## src/rtl/event_timestamper.sv

```systemverilog
// Timestamps edges of an asynchronous event against an external counter extended by a wrap counter,
// queueing {ext, q} in a FWFT FIFO. Define EVENT_TIMESTAMPER_DEGLITCH_EN to enable the input deglitcher.
module event_timestamper #(
  parameter int unsigned NBITS       = 9,
  parameter int unsigned NBITS_EXT   = 16,
  parameter int unsigned SYNC_STAGES = 2,
  parameter int unsigned DEPTH_LOG2  = 3
`ifdef EVENT_TIMESTAMPER_DEGLITCH_EN
  , parameter int unsigned GLITCH_CYCLES = 3
`endif
) (
  input  logic                       i_clk,
  input  logic                       i_rst,
  input  logic [NBITS-1:0]           i_q,
  input  logic                       i_wrap,
  input  logic                       i_event,
  input  logic                       i_en,
  input  logic [1:0]                 i_edge_sel,
  output logic [NBITS_EXT+NBITS-1:0] o_ts,
  output logic                       o_ts_valid,
  input  logic                       i_ts_ready,
  output logic [DEPTH_LOG2:0]        o_level,
  output logic                       o_overrun,
  input  logic                       i_clr_overrun
);

  localparam int unsigned DEPTH = 1 << DEPTH_LOG2;
  localparam int unsigned TSW   = NBITS_EXT + NBITS;
  localparam int unsigned LW    = DEPTH_LOG2 + 1;
`ifdef EVENT_TIMESTAMPER_DEGLITCH_EN
  localparam int unsigned ARM_CYCLES = SYNC_STAGES + 1 + GLITCH_CYCLES;
  localparam int unsigned GCW        = $clog2(GLITCH_CYCLES + 1);
`else
  localparam int unsigned ARM_CYCLES = SYNC_STAGES + 1;
`endif
  localparam int unsigned ARMW = $clog2(ARM_CYCLES + 1);

  logic [SYNC_STAGES-1:0] sync_ff;
  logic                   synced;
  logic                   level;
  logic                   prev_level;
  logic [ARMW-1:0]        arm_cnt;
  logic                   armed;
  logic                   rise;
  logic                   fall;
  logic                   edge_q;
  logic [NBITS_EXT-1:0]   ext_cnt;
  logic [NBITS_EXT-1:0]   ext_now;
  logic [TSW-1:0]         wdata;
  logic [TSW-1:0]         mem [DEPTH];
  logic [DEPTH_LOG2-1:0]  wptr;
  logic [DEPTH_LOG2-1:0]  rptr;
  logic [DEPTH_LOG2-1:0]  rptr_nxt;
  logic [LW-1:0]          level_nxt;
  logic [TSW-1:0]         head_nxt;
  logic                   pop;
  logic                   full;
  logic                   push;
  logic                   drop;

  assign synced = sync_ff[SYNC_STAGES-1];

`ifdef EVENT_TIMESTAMPER_DEGLITCH_EN
  logic [GCW-1:0] stable_cnt;

  // Accept a new level only after GLITCH_CYCLES consecutive samples that disagree with the current one.
  always_ff @(posedge i_clk or posedge i_rst) begin
    if (i_rst) begin
      level      <= 1'b0;
      stable_cnt <= '0;
    end else if (synced == level) begin
      stable_cnt <= '0;
    end else if (stable_cnt == GCW'(GLITCH_CYCLES - 1)) begin
      level      <= synced;
      stable_cnt <= '0;
    end else begin
      stable_cnt <= stable_cnt + GCW'(1);
    end
  end
`else
  assign level = synced;
`endif

  // Held off until the sync/deglitch pipeline has flushed, so a level present at reset is never an edge.
  assign armed = (arm_cnt == ARMW'(ARM_CYCLES));
  assign rise  = level & ~prev_level;
  assign fall  = ~level & prev_level;

  // Wrap pulse in the capture cycle is folded in so {ext, q} stays coherent across a counter wrap.
  assign ext_now = ext_cnt + NBITS_EXT'(i_wrap);
  assign wdata   = {ext_now, i_q};

  always_comb begin
    pop       = o_ts_valid & i_ts_ready;
    full      = (o_level == LW'(DEPTH));
    push      = edge_q & (~full | pop);
    drop      = edge_q & full & ~pop;
    level_nxt = o_level + LW'(push) - LW'(pop);
    rptr_nxt  = rptr + DEPTH_LOG2'(pop);
    head_nxt  = mem[rptr_nxt];
    // The new entry becomes the head before it lands in the array, so bypass it.
    if (push && ((o_level - LW'(pop)) == '0)) begin
      head_nxt = wdata;
    end
  end

  always_ff @(posedge i_clk) begin
    if (push) begin
      mem[wptr] <= wdata;
    end
  end

  always_ff @(posedge i_clk or posedge i_rst) begin
    if (i_rst) begin
      sync_ff    <= '0;
      prev_level <= 1'b0;
      arm_cnt    <= '0;
      edge_q     <= 1'b0;
      ext_cnt    <= '0;
      wptr       <= '0;
      rptr       <= '0;
      o_level    <= '0;
      o_ts_valid <= 1'b0;
      o_ts       <= '0;
      o_overrun  <= 1'b0;
    end else begin
      sync_ff    <= {sync_ff[SYNC_STAGES-2:0], i_event};
      prev_level <= level;
      if (!armed) begin
        arm_cnt <= arm_cnt + ARMW'(1);
      end
      edge_q     <= armed & i_en & ((i_edge_sel[0] & rise) | (i_edge_sel[1] & fall));
      ext_cnt    <= ext_now;
      wptr       <= wptr + DEPTH_LOG2'(push);
      rptr       <= rptr_nxt;
      o_level    <= level_nxt;
      o_ts_valid <= (level_nxt != '0);
      o_ts       <= head_nxt;
      if (drop) begin
        o_overrun <= 1'b1;
      end else if (i_clr_overrun) begin
        o_overrun <= 1'b0;
      end
    end
  end

endmodule

```

## config.mk

```make
export PLATFORM = sky130hd
export DESIGN_NAME = event_timestamper
export DESIGN_NICKNAME = d
export VERILOG_FILES = /design/src/rtl/event_timestamper.sv
export SDC_FILE = /design/constraint.sdc
export NUM_CORES = 1
export LEC_CHECK = 0
export ABC_CLOCK_PERIOD_IN_PS = 4700
export CAP_MARGIN = 20
export CORE_ASPECT_RATIO = 1.1
export CORE_MARGIN = 2
export CORE_UTILIZATION = 45
export CTS_CLUSTER_SIZE = 40
export DETAILED_ROUTE_END_ITERATION = 8
export GPL_TIMING_DRIVEN = 0
export PLACE_DENSITY_LB_ADDON = 0.05
export SETUP_SLACK_MARGIN = 0.2
export SLEW_MARGIN = 0
export SYNTH_ARGS = -nofsm -noshare
export SYNTH_HDL_FRONTEND = slang
export SYNTH_SLANG_ARGS = --single-unit
```

## constraint.sdc

```tcl
create_clock -name i_clk -period 4.7 [get_ports i_clk]
set_input_delay 0.705 -clock i_clk [delete_from_list [all_inputs] [get_ports i_clk]]
set_output_delay 0.705 -clock i_clk [all_outputs]
set_load 0.02 [all_outputs]
```

## Word-level counts from Yosys, hierarchy flattened

Memories as Yosys holds them, arrays and structs flattened.
Index checks and enable logic that the tools add are counted.

- Register bits: 59
- Memories kept: 1
- Output and inout port bits: 31
- Bits in writable memories: 200
- Word-level logic and storage cells: 46
- Input bits: 18

Memory list:

| name | depth | bits a word | rd ports | clocked after memory_dff | write ports | line | text |
|---|---|---|---|---|---|---|---|
| mem | 8 | 25 | 1 | 0 | 1 | 50 | `logic [TSW-1:0] mem [DEPTH];` |

- Bitwise logic cells: 16
- Reductions and logical operators: 4
- Equal/unequal tests: 2
- Add/subtract/negate cells: 7
- Multiplexer cells: 5

Operators with widths:

| kind | count |
|---|---|
| $mux W25 | 1 |
| $add A16 B1 Y16 | 1 |
| $and A1 B1 Y1 | 10 |
| $sub A4 B1 Y4 | 2 |
| $add A3 B1 Y3 | 2 |
| $add A4 B1 Y4 | 1 |
| $eq A4 B4 Y1 const B | 1 |
| $logic_not A4 Y1 | 1 |
| $mux W1 | 4 |
| $not A1 Y1 | 4 |
| $reduce_bool A4 Y1 | 1 |
| $add A2 B1 Y2 const B | 1 |
| $eq A2 B2 Y1 const B | 1 |
| $or A1 B1 Y1 | 2 |
| $reduce_bool A2 Y1 | 1 |
| $logic_and A1 B1 Y1 | 1 |

## Depth between registers and ports, before layout

- Depth after elaboration: 7
- Depth in mapped cells: 11

## Worst setup path after synthesis

Ideal clock, no wire load.

- Path kind: input to register
- Start point: input port i_ts_ready
- End point: memory mem[0][0] (netlist name), enable pin
- Cell stages on the path: 4
- Arrival: 3.505 ns
- Setup slack: 0.725 ns
- Setup time: 0.470 ns
- Path through: a211oi_2 > a21bo_1 > buf_6 > nor4_1

- Cells in the longest elaborated chain, start to end: 5

RTL lines:

| element | line | text |
|---|---|---|
| from (decl) | 21 | `input logic i_ts_ready,` |
| $and A1 B1 Y1 | 94 | `pop = o_ts_valid & i_ts_ready;` |
| $or A1 B1 Y1 | 96 | `push = edge_q & (~full \| pop);` |
| $and A1 B1 Y1 | 96 |  |
| $mux W1 | 108 | `if (push) begin` |
| $mux W1 (implied by the code) | 109 | `mem[wptr] <= wdata;` |
| to (decl) | 50 |  |

No other way between the ends.

## Final worst setup path

- Start point: input port i_ts_ready
- End point: register o_ts[23]

- Elaborated cells between the ends (all ways): 9
- Those cells by class: add/sub (2); mux (1); bitwise (3); reduce/logical (2); memory (1)

RTL lines:

| element | line | text |
|---|---|---|
| $and A1 B1 Y1 | 94 |  |
| $add A3 B1 Y3 | 99 | `rptr_nxt = rptr + DEPTH_LOG2'(pop);` |
| named net rptr_nxt[2] | 53 | `logic [DEPTH_LOG2-1:0] rptr_nxt;` |
| $mem_v2 Z8 W25 | - |  |
| $mux W25 | 102 | `if (push && ((o_level - LW'(pop)) == '0)) begin` |
| named net head_nxt[23] | 55 | `logic [TSW-1:0] head_nxt;` |
| to (signal assigned) | 138 | `o_ts <= head_nxt;` |
| to (decl) | 19 | `output logic [NBITS_EXT+NBITS-1:0] o_ts,` |

The timed path passes the listed nets, and every way through them passes these cells.
A chain may end at the register's enable or synchronous reset.

==> run_summary.xml <==
<?xml version="1.0" encoding="UTF-8"?>
<metrics>
  <group name="worst_setup_path">
    <metric name="timing_worst_setup_path_type" unit="">input port to register</metric>
    <metric name="timing.critical_path.required" unit="ns">5.10</metric>
    <metric name="critical_path.startpoint_type" unit="">input port</metric>
    <metric name="timing.reg2reg.setup_slack" unit="ns">1.76</metric>
    <metric name="critical_path.max_fanout" unit="">10</metric>
    <metric name="worstReg2RegStart" unit="">o_ts_valid$_DFF_PP0_</metric>
    <metric name="critPathMaxStageDelay" unit="ns">0.44</metric>
    <metric name="timing.rr.end" unit="">o_ts[23]$_DFF_PP0_</metric>
    <metric name="cp_cell_sequence" unit="">clkdlybuf4s50_1, and2_1, ha_1, ha_1, xnor2_2, clkinv_1, clkbuf_1, nand2_1, nand2_1, mux2_2</metric>
    <metric name="crit_arrival" unit="ns">3.55</metric>
    <metric name="r2r_cells" unit="">9</metric>
    <metric name="worst_path_max_delay_cell" unit="">xnor2_2</metric>
    <metric name="timing.critical_path.to_type" unit="">register</metric>
  </group>
  <group name="floorplanning">
    <metric name="floorplan.initialDensity" unit="%">45.5</metric>
    <metric name="io_pins" unit="">49</metric>
    <metric name="die_x" unit="µm">146</metric>
    <metric name="floorplan.rows" unit="">57</metric>
    <metric name="core_area" unit="mm²">0.0220</metric>
    <metric name="floorplan.die_area" unit="mm²">0.0234</metric>
    <metric name="die_height" unit="µm">160</metric>
  </group>
  <group name="pwr">
    <metric name="pwr_density_cell" unit="mW/mm²">622</metric>
    <metric name="p_leak" unit="µW">0.00422</metric>
    <metric name="power.ir.vdd_worst" unit="V">0.000329</metric>
    <metric name="p_total" unit="µW">7440</metric>
  </group>
  <group name="min_path">
    <metric name="min-delay-start" unit="">sync_ff[0]$_DFF_PP0_</metric>
    <metric name="hold_path_class" unit="">register to register</metric>
    <metric name="min_path_cells" unit="">0</metric>
    <metric name="hold-path-endpoint" unit="">sync_ff[1]$_DFF_PP0_</metric>
  </group>
  <group name="drt">
    <metric name="antenna_left" unit="">0</metric>
    <metric name="drtIter0Drc" unit="">308</metric>
    <metric name="dr.pass1.iters" unit="">4</metric>
    <metric name="detail_route.vias_per_cell" unit="">5.28</metric>
    <metric name="wirelength" unit="µm">20500</metric>
    <metric name="num_vias" unit="">4950</metric>
    <metric name="drcViolationCount" unit="">0</metric>
    <metric name="drt-wirelength-per-cell" unit="µm">21.9</metric>
  </group>
  <group name="grt">
    <metric name="number_of_antenna_violations_at_the_first_check_in_global_routing" unit="">0</metric>
    <metric name="grt_start_max_net_pins" unit="">60</metric>
    <metric name="via_count_of_the_first_global_routing_pass" unit="">5373</metric>
    <metric name="grt_util_all_layers" unit="%">18.0</metric>
    <metric name="grt-ovfl-total" unit="">0</metric>
    <metric name="grt_pass1_wl" unit="µm">31900</metric>
  </group>
  <group name="clocking">
    <metric name="tritoncts" unit="">done</metric>
    <metric name="post_cts_hold_buffer_count" unit="">0</metric>
    <metric name="clkLatencyLatePin" unit="ns">0.51</metric>
    <metric name="ctsHtreeMaxLevel" unit="">1</metric>
    <metric name="post_cts_buffers" unit="">0</metric>
    <metric name="cts_max_path_buffers" unit="">3</metric>
    <metric name="cts-root-buf" unit="">clkbuf_16</metric>
    <metric name="tritoncts.num_buffers" unit="">26</metric>
    <metric name="cts.reportedPaths.clkPinSlew" unit="ns">0.06</metric>
    <metric name="clkSinkCount" unit="">259</metric>
    <metric name="cts-resized-gates" unit="">0</metric>
  </group>
  <group name="yosys">
    <metric name="netlist-cell-type-count" unit="">34</metric>
    <metric name="postSynthNetCount" unit="">560</metric>
    <metric name="synthesis.area" unit="mm²">0.0100</metric>
    <metric name="mapped_avg_cell_area" unit="µm²">19.0</metric>
    <metric name="fraction_of_the_yosys_area_taken_by_sequential_cells" unit="%">74.8</metric>
    <metric name="yosysWarnings" unit="">0</metric>
    <metric name="postSynthRegisterBits" unit="">259</metric>
    <metric name="ys_top_cells_by_area" unit="">edfxtp_1 60%, dfrtp_1 15%, mux4_2 11%</metric>
    <metric name="yosysTopAreaCellShare" unit="%">60.0</metric>
    <metric name="synthDominantAreaCellType" unit="">edfxtp_1</metric>
    <metric name="edff_count_synth" unit="">200</metric>
    <metric name="synth_ff_type" unit="">edfxtp_1</metric>
    <metric name="synthArstFlopShare" unit="%">22.8</metric>
    <metric name="synthCells" unit="">527</metric>
  </group>
  <group name="final_layout">
    <metric name="n_antenna_cell" unit="">0</metric>
    <metric name="layout_cells_sized_above_1" unit="%">22.7</metric>
    <metric name="design_area" unit="mm²">0.0120</metric>
    <metric name="area_growth_syn_to_layout" unit="%">19.5</metric>
    <metric name="num-nets-final" unit="">655</metric>
  </group>
  <group name="sta">
    <metric name="clock.fmax" unit="MHz">317</metric>
    <metric name="timing_max_transition_violations_final" unit="">0</metric>
    <metric name="finalCritPeriodShare" unit="%">67.1</metric>
    <metric name="tns" unit="ns">0</metric>
    <metric name="setup_viol_count_final" unit="">0</metric>
    <metric name="hold-worst-slack" unit="ns">0.354</metric>
    <metric name="worst_slew_margin_rel" unit="%">41.6</metric>
    <metric name="finalHoldViolCount" unit="">0</metric>
    <metric name="fin_skew" unit="ns">0.0103</metric>
    <metric name="fin_crit" unit="ns">3.16</metric>
    <metric name="setup_ws" unit="ns">1.54</metric>
    <metric name="worst_slew_pin_slew" unit="ns">0.868</metric>
    <metric name="rsz0062_at_grt" unit="">false</metric>
  </group>
  <group name="placed_design">
    <metric name="routabilityCongestion" unit="">0.701</metric>
    <metric name="port-buffer-count" unit="">48</metric>
    <metric name="placedInstanceArea" unit="mm²">0.0111</metric>
    <metric name="dp_hpwl" unit="µm">13000</metric>
    <metric name="pre_cts_slack" unit="ns">0.968</metric>
  </group>
  <group name="run">
    <metric name="max_cap_violations" unit="">0</metric>
  </group>
  <group name="status">
    <metric name="outcome" unit="">finished, final reports clean</metric>
  </group>
</metrics>
cell families after synthesis:
| logic type | synth area share [%] |
|---|---|
| AOI/OAI and AO/OA | 0.513 |
| muxes | 14.2 |
| buffers and inverters | 1.53 |
| adders and majority gates | 1.95 |
| xor gates and xnor gates | 1.83 |
| DFF | 74.8 |
| and+or+nand+nor | 5.19 |
cell usage in the layout (no fill, tap or decap), types with 4 or more instances in the layout:
cell type | Yosys | layout
dfrtp_1 | 59 | 59
nand2_1 | 80 | 80
buf_4 | 0 | 5
mux2_2 | 25 | 25
buf_6 | 3 | 14
edfxtp_1 | 200 | 200
xnor2_1 | 7 | 7
nand3_1 | 7 | 7
ha_1 | 14 | 14
nor4_1 | 5 | 4
nor3_2 | 0 | 4
clkbuf_16 | 0 | 27
clkdlybuf4s50_1 | 0 | 48
buf_2 | 5 | 5
mux4_2 | 50 | 50
xor2_1 | 12 | 12
clkbuf_1 | 10 | 24
inv_1 | 13 | 12
nor3_1 | 9 | 5
metal layers:
metal  share of wire (%)  wire [µm]  up-vias  global-route usage (%)
li1                    -          -     2213                       -
met1                  42       8690     2614                    23.7
met2                  53      10800       97                    32.3
met3                 3.6        748       26                    2.61
met4                 1.4        297        0                    3.84
met5                   0          0        -                       0
cells in the mapped netlist (7+ instances only):
cell      count
edfxtp_1    200
nand2_1      80
dfrtp_1      59
mux4_2       50
mux2_2       25
ha_1         14
inv_1        13
xor2_1       12
clkbuf_1     10
nor3_1        9
nand3_1       7
xnor2_1       7
sequential cells by signal, indices dropped and copies added (netlist names):
| name | flops |
|---|---|
| wptr | 3 |
| rptr | 3 |
| edge_q | 1 |
| sync_ff | 2 |
| o_ts | 25 |
| o_level | 4 |
| o_overrun | 1 |
| ext_cnt | 16 |
| o_ts_valid | 1 |
| prev_level | 1 |
| mem | 200 |
| arm_cnt | 2 |
how the worst max path moves through the flow:
stage	from	end	slack, ns	depth (start not counted)
floorplan	i_ts_ready	mem[0][0]$_DFFE_PP_	0.73	4
CTS	i_ts_ready	o_ts[18]$_DFF_PP0_	1.50	10
finish	i_ts_ready	o_ts[23]$_DFF_PP0_	1.54	10
global route	i_ts_ready	o_ts[19]$_DFF_PP0_	1.34	10
detailed placement	i_ts_ready	o_ts[18]$_DFF_PP0_	0.97	10
global placement	i_ts_ready	mem[0][9]$_DFFE_PP_	-2.63	5
final cells by class:
class / instances / area, µm²
inverters: 14 / 55.1
repair buffers: 67 / 724
fillers: 1812 / 10000
well taps: 295 / 369
clock inverters: 5 / 50.0
multi-input cells: 235 / 2420
plain buffers: 19 / 100
clock buffers: 43 / 756
flip-flops and latches: 259 / 7480
where the power goes:
group | switching [µW] | internal [µW] | total, µW
Combinational | 1350 | 1160 | 2510
Sequential | 134 | 2840 | 2980
Clock | 805 | 1150 | 1950
Total | 2290 | 5150 | 7440
per-stage QoR:
stage / cells / utilization (%)
floorplan: 527 / -
finish: 937 / 54.4
detailed placement: 889 / 50.7
global route: 937 / 54.4
global placement: 870 / 49.4
CTS: 937 / 54.4
worst max-delay path, delay by kind of cell:
kind                     cells  cell delay, ns
buffers and inverters        3            1.26
AND/OR/NAND/NOR              3            0.46
XOR/XNOR                     1            0.44
multiplexers                 1            0.26
adder cells (fa/ha/maj)      2            0.41
No activity file was read; power rests on OpenSTA's default activity.
